===== src/rtl/alu_pkg.sv =====
// Shared ALU opcodes, shift-kind encodings and sequencer state type.
package alu_pkg;

  localparam logic [2:0] ALU_AND  = 3'd0;
  localparam logic [2:0] ALU_OR   = 3'd1;
  localparam logic [2:0] ALU_ADD  = 3'd2;
  localparam logic [2:0] ALU_SUB  = 3'd3;
  localparam logic [2:0] ALU_SRA1 = 3'd4;
  localparam logic [2:0] ALU_NOR  = 3'd5;
  localparam logic [2:0] ALU_SRL1 = 3'd6;
  localparam logic [2:0] ALU_SLL1 = 3'd7;

  typedef enum logic [1:0] {
    SK_SLL = 2'b00,
    SK_SRL = 2'b01,
    SK_SRA = 2'b10,
    SK_ILL = 2'b11
  } shift_kind_e;

  typedef enum logic [1:0] {
    ST_IDLE  = 2'd0,
    ST_SHIFT = 2'd1,
    ST_DONE  = 2'd2
  } seq_state_e;

  function automatic logic [2:0] kind_to_op(shift_kind_e k);
    case (k)
      SK_SLL:  return ALU_SLL1;
      SK_SRL:  return ALU_SRL1;
      SK_SRA:  return ALU_SRA1;
      default: return ALU_AND;
    endcase
  endfunction

endpackage


===== src/rtl/alu_shift_seq.sv =====
// Variable-amount shift sequencer: steps the shared ALU one bit per cycle,
// feeding its result back into the accumulator until the amount is used up.
module alu_shift_seq
  import alu_pkg::*;
#(
  parameter int XLEN = 32,
  parameter int SHW  = 5
) (
  input  logic            clk,
  input  logic            rst_n,
  input  logic            flush,
  input  logic            req_valid,
  output logic            req_ready,
  input  logic [1:0]      req_kind,
  input  logic [XLEN-1:0] req_data,
  input  logic [SHW-1:0]  req_shamt,
  output logic [2:0]      alu_op,
  output logic [XLEN-1:0] alu_in0,
  output logic [XLEN-1:0] alu_in1,
  input  logic [XLEN-1:0] alu_res,
  output logic            rsp_valid,
  input  logic            rsp_ready,
  output logic [XLEN-1:0] rsp_data,
  output logic            rsp_err
);

  seq_state_e      state_q;
  logic [XLEN-1:0] acc_q;
  logic [SHW-1:0]  cnt_q;
  shift_kind_e     kind_q;
  logic            err_q;

  always_ff @(posedge clk or negedge rst_n) begin
    if (!rst_n) begin
      state_q <= ST_IDLE;
      acc_q   <= '0;
      cnt_q   <= '0;
      kind_q  <= SK_SLL;
      err_q   <= 1'b0;
    end else if (flush) begin
      state_q <= ST_IDLE;
      err_q   <= 1'b0;
    end else begin
      case (state_q)
        ST_IDLE: if (req_valid) begin
          acc_q  <= req_data;
          cnt_q  <= req_shamt;
          kind_q <= shift_kind_e'(req_kind);
          if (req_kind == SK_ILL) begin
            err_q   <= 1'b1;
            state_q <= ST_DONE;
          end else if (req_shamt == '0) begin
            state_q <= ST_DONE;
          end else begin
            state_q <= ST_SHIFT;
          end
        end
        ST_SHIFT: begin
          acc_q <= alu_res;
          cnt_q <= cnt_q - SHW'(1);
          if (cnt_q == SHW'(1)) state_q <= ST_DONE;
        end
        ST_DONE: if (rsp_ready) begin
          state_q <= ST_IDLE;
          err_q   <= 1'b0;
        end
        default: state_q <= ST_IDLE;
      endcase
    end
  end

  // Outputs decode straight from registered state; the ALU sees AND outside SHIFT.
  assign req_ready = (state_q == ST_IDLE);
  assign rsp_valid = (state_q == ST_DONE);
  assign rsp_data  = (state_q == ST_DONE) ? acc_q : '0;
  assign rsp_err   = (state_q == ST_DONE) & err_q;
  assign alu_op    = (state_q == ST_SHIFT) ? kind_to_op(kind_q) : ALU_AND;
  assign alu_in0   = acc_q;
  assign alu_in1   = '0;

endmodule


===== config.mk =====
export PLATFORM = sky130hd
export DESIGN_NAME = alu_shift_seq
export DESIGN_NICKNAME = d
export VERILOG_FILES = /design/src/rtl/alu_pkg.sv /design/src/rtl/alu_shift_seq.sv
export SDC_FILE = /design/constraint.sdc
export NUM_CORES = 1
export LEC_CHECK = 0
export CAP_MARGIN = 20
export CORE_ASPECT_RATIO = 1.75
export CORE_MARGIN = 1
export CORE_UTILIZATION = 41
export DETAILED_ROUTE_END_ITERATION = 16
export GPL_TIMING_DRIVEN = 0
export PLACE_DENSITY = 0.88
export RECOVER_POWER = 100
export SYNTH_ARGS = -nofsm -noshare
export SYNTH_HDL_FRONTEND = slang
export SYNTH_SLANG_ARGS = --single-unit

===== constraint.sdc =====
create_clock -name clk -period 2.8 [get_ports clk]
set_input_delay 0.28 -clock clk [delete_from_list [all_inputs] [get_ports clk]]
set_output_delay 0.28 -clock clk [all_outputs]
set_load 0.005 [all_outputs]

==> impl_metrics.json, run 1 <==
{
  "yosysUniqueCellTypes": 40,
  "power_per_cell_area_nw_per_um2": 539.9,
  "ys.flop_type": "dfrtp_1",
  "yosysWarnings": 0,
  "globalRouteMet1Util_pct": 22.96,
  "setup_violations": 0,
  "antenna_found_initial": 0,
  "hold_ws_ns": 0.4462,
  "synthSimpleGateAreaFrac_pct": 12.54,
  "fin_crit_ns": 2.656,
  "crit_end": "alu_in0[4]",
  "final_layout_size_suffix_gt1_share_pct": 27.59,
  "seqPwrFrac_pct": 36.3,
  "routedWlPerCell_um": 15.53,
  "drc_errors": 0,
  "diodes": 0,
  "clock-sinks": 42,
  "synth_fa_ha_area_share_pct": 0.8591,
  "vias": 2426,
  "wl_um": 7887,
  "vias_per_cell": 4.776,
  "drtIter0Drc": 80,
  "tightestPinTransition_ns": 1.585,
  "use_met2_pct": 40.95,
  "clock_latency_ns": 0.28,
  "path_buf_inv": 2,
  "synth_top_family_by_area": "multiplexers",
  "antenna_left": 0,
  "dr.pass1.iters": 4,
  "initial_core_util_pct": 42.48,
  "synth_top_area_share_pct": 36.08,
  "die_w_um": 65.72,
  "grt_max_degree": 38,
  "synthCells": 238,
  "period_share_pct": 94.85,
  "r2r_slack_ns": 0.30,
  "pwr-share-clk_pct": 22.8,
  "dp_slack_ns": 0.2774,
  "fin_cells": 508,
  "ioPinCount": 178,
  "syn2layout_area_growth_pct": 62.24,
  "clk_path_buf_depth": 2,
  "cp_max_fo": 10,
  "synth.largest_area_cell": "dfrtp_1",
  "ys_ff_latch": 42,
  "cpLargestDelayFamily": "simple AND/OR/NAND/NOR gates",
  "ys_seq_area_share_pct": 36.08,
  "grt-ovfl-total": 0,
  "synth-edff-count": 0,
  "synth-xor-area-share_pct": 0,
  "dieHeight_um": 113.5,
  "vdd_ir_drop_max_v": 0.0003241,
  "reg2reg_depth": 4,
  "synth_area_leaders": "dfrtp_1, mux2_4, buf_4, and2_1, mux2_2",
  "r2r_start": "state_q[0]",
  "cts_tree": "done",
  "cp.arrival_ns": 2.81,
  "worstSetupStartpoint": "flush",
  "status": "complete, but fails checks",
  "dp_cells": 499,
  "synth_area_per_cell_sq_um": 12.24,
  "rsz0062_at_grt": "no",
  "intPower_mw": 1.843,
  "cp.required_ns": 2.96,
  "r2r-end": "alu_in0[4]",
  "cts_made_buffers": 5,
  "violations": "max-capacitance violations, max-slew violations",
  "fin_skew_ns": 0.005535,
  "nets": 501,
  "final_hold_viol_count": 0,
  "rows": 40,
  "gr-usage-met3_pct": 3.600,
  "grt_pass1_vias": 2496,
  "syn_area_sq_um": 2913,
  "grt_usage_pct": 21.47,
  "synth_compound_area_share_pct": 5.198,
  "gp_congestion": 0.8926,
  "cp_slowest_cell": "nor3_1",
  "crit_chain": "dlygate4sd3_1 > nor3_1 > buf_6 > mux2_1",
  "core-area_sq_um": 6857,
  "finalSetupTns_ns": 0,
  "path_clk_slew_ns": 0.06,
  "portBuffers": 145,
  "hpwl_um": 6257,
  "end_kind": "flip-flop",
  "p_sw_uw": 708.3,
  "holdCritPathClass": "in -> async",
  "worst_path_largest_cell_delay_ns": 1.26,
  "synth.area.mux_share_pct": 32.95,
  "finalMaxSlewViolations": 11,
  "netSwitchingFraction_pct": 27.76,
  "grt-busiest-layer": "met2",
  "p_leak_nw": 2.140,
  "cp_num_cells": 4,
  "max_freq_mhz": 376.5,
  "ys_async_sr_fraction_pct": 100.0,
  "p_comb_share_pct": 41.0,
  "maxCapViolCount": 1,
  "crit_type": "in -> reg",
  "cts_root_buf": "clkbuf_16",
  "slew_headroom_pct": -6.446,
  "die_area_sq_um": 7459,
  "grt_pass1_wl_um": 12200,
  "setup_ws_ns": 0.1441,
  "h-tree-depth": 2,
  "startpoint_type": "input port"
}
==> registers in the layout, indices dropped and copies added, names as in the netlist <==
| name | count |
|---|---|
| cnt_q | 5 |
| err_q | 1 |
| state_q | 2 |
| kind_q | 2 |
| alu_in0 | 32 |
==> worst min path at each step <==
| stage | depth (start not counted) | to | from |
|---|---|---|---|
| detailed placement | 1 | alu_in0[22] | rst_n |
| global route | 2 | alu_in0[22] | rst_n |
| CTS | 2 | alu_in0[18] | rst_n |
| floorplan | 0 | alu_in0[0] | rst_n |
| finish | 2 | alu_in0[17] | rst_n |
| global placement | 1 | alu_in0[30] | alu_in0[30] |
==> cells in the mapped netlist (3+ instances only) <==
master,number
a21oi_1,3
and2_1,33
buf_4,32
buf_6,6
clkbuf_1,5
dfrtp_1,42
inv_1,4
mux2_2,15
mux2_4,52
nor2_1,4
o211ai_1,3
o22ai_1,3
==> placed cells by master, fill, tap and decap left out, types with 3 or more instances in the layout <==
cell type / synthesis / final
o22ai_1: 3 / 3
nor2_1: 4 / 4
o211ai_1: 3 / 3
clkbuf_16: 0 / 5
inv_1: 4 / 4
dlygate4sd3_1: 0 / 51
mux2_4: 52 / 50
a21oi_1: 3 / 3
and2_0: 0 / 19
buf_4: 32 / 32
conb_1: 1 / 32
mux2_2: 15 / 15
clkbuf_1: 5 / 7
dfrtp_1: 42 / 42
clkdlybuf4s50_1: 0 / 94
and2_1: 33 / 14
buf_6: 6 / 6
==> layout make-up <==
cell class / instances / area, sq um
plain buffers: 44 / 341.6
clock buffers: 7 / 142.6
clock inverters: 1 / 5.005
fillers: 501 / 2131
inverters: 4 / 15.01
multi-input cells: 179 / 1605
flip-flops and latches: 42 / 1051
well taps: 84 / 105.1
repair buffers: 147 / 1460
==> repair_timing <==
action                                  CTS  global route
hold buffers                              1             0
gates resized for setup                   1             0
buffers inserted                          0             0
endpoints found under the hold margin     5             0
endpoints found under the setup margin   10             0
==> power groups by stage <==
stage	registers (mW)	clock network, mW	logic [mW]
after floorplan	0.913	0	0.552
after global placement	0.931	0	1.10
after detailed placement	0.943	0	1.12
after CTS	0.935	0.596	1.13
after global routing	0.957	0.625	1.13
final	0.925	0.581	1.05
==> per-stage QoR <==
| step | utilization [%] | total power, mW | instance area, sq um |
|---|---|---|---|
| 6_report | 68.92 | 2.551 | 4726 |
| 5_1_grt | 68.92 | 2.707 | 4726 |
| 4_1_cts | 69.43 | 2.659 | 4761 |
| 3_5_place_dp | 67.10 | 2.066 | 4601 |
| 3_3_place_gp | 66.88 | 2.031 | 4586 |
| 2_1_floorplan | - | 1.465 | 3029 |
==> routing by layer <==
layer / wire length (um) / up-vias
met5: 0 / -
met4: 140 / 0
met3: 514 / 10
met2: 4397 / 123
met1: 2835 / 1154
li1: - / 1139
==> kinds of logic (layout without fill, tap and decap cells) <==
group,Yosys count,in the layout
AOI/OAI and AO/OA,21,21
adders and majority gates,2,2
buffers and inverters,48,203
DFF,42,42
muxes,68,68
other,1,32
and+or+nand+nor,56,56
Note: power is estimated with default switching activity, not from simulation.
==> inputs of run 2 (changes only) <==
Settings changed: SKIP_LAST_GASP from default to 1.
==> results of run 2 <==
No change in the layout: final DEF, timing and power equal those of run 1.
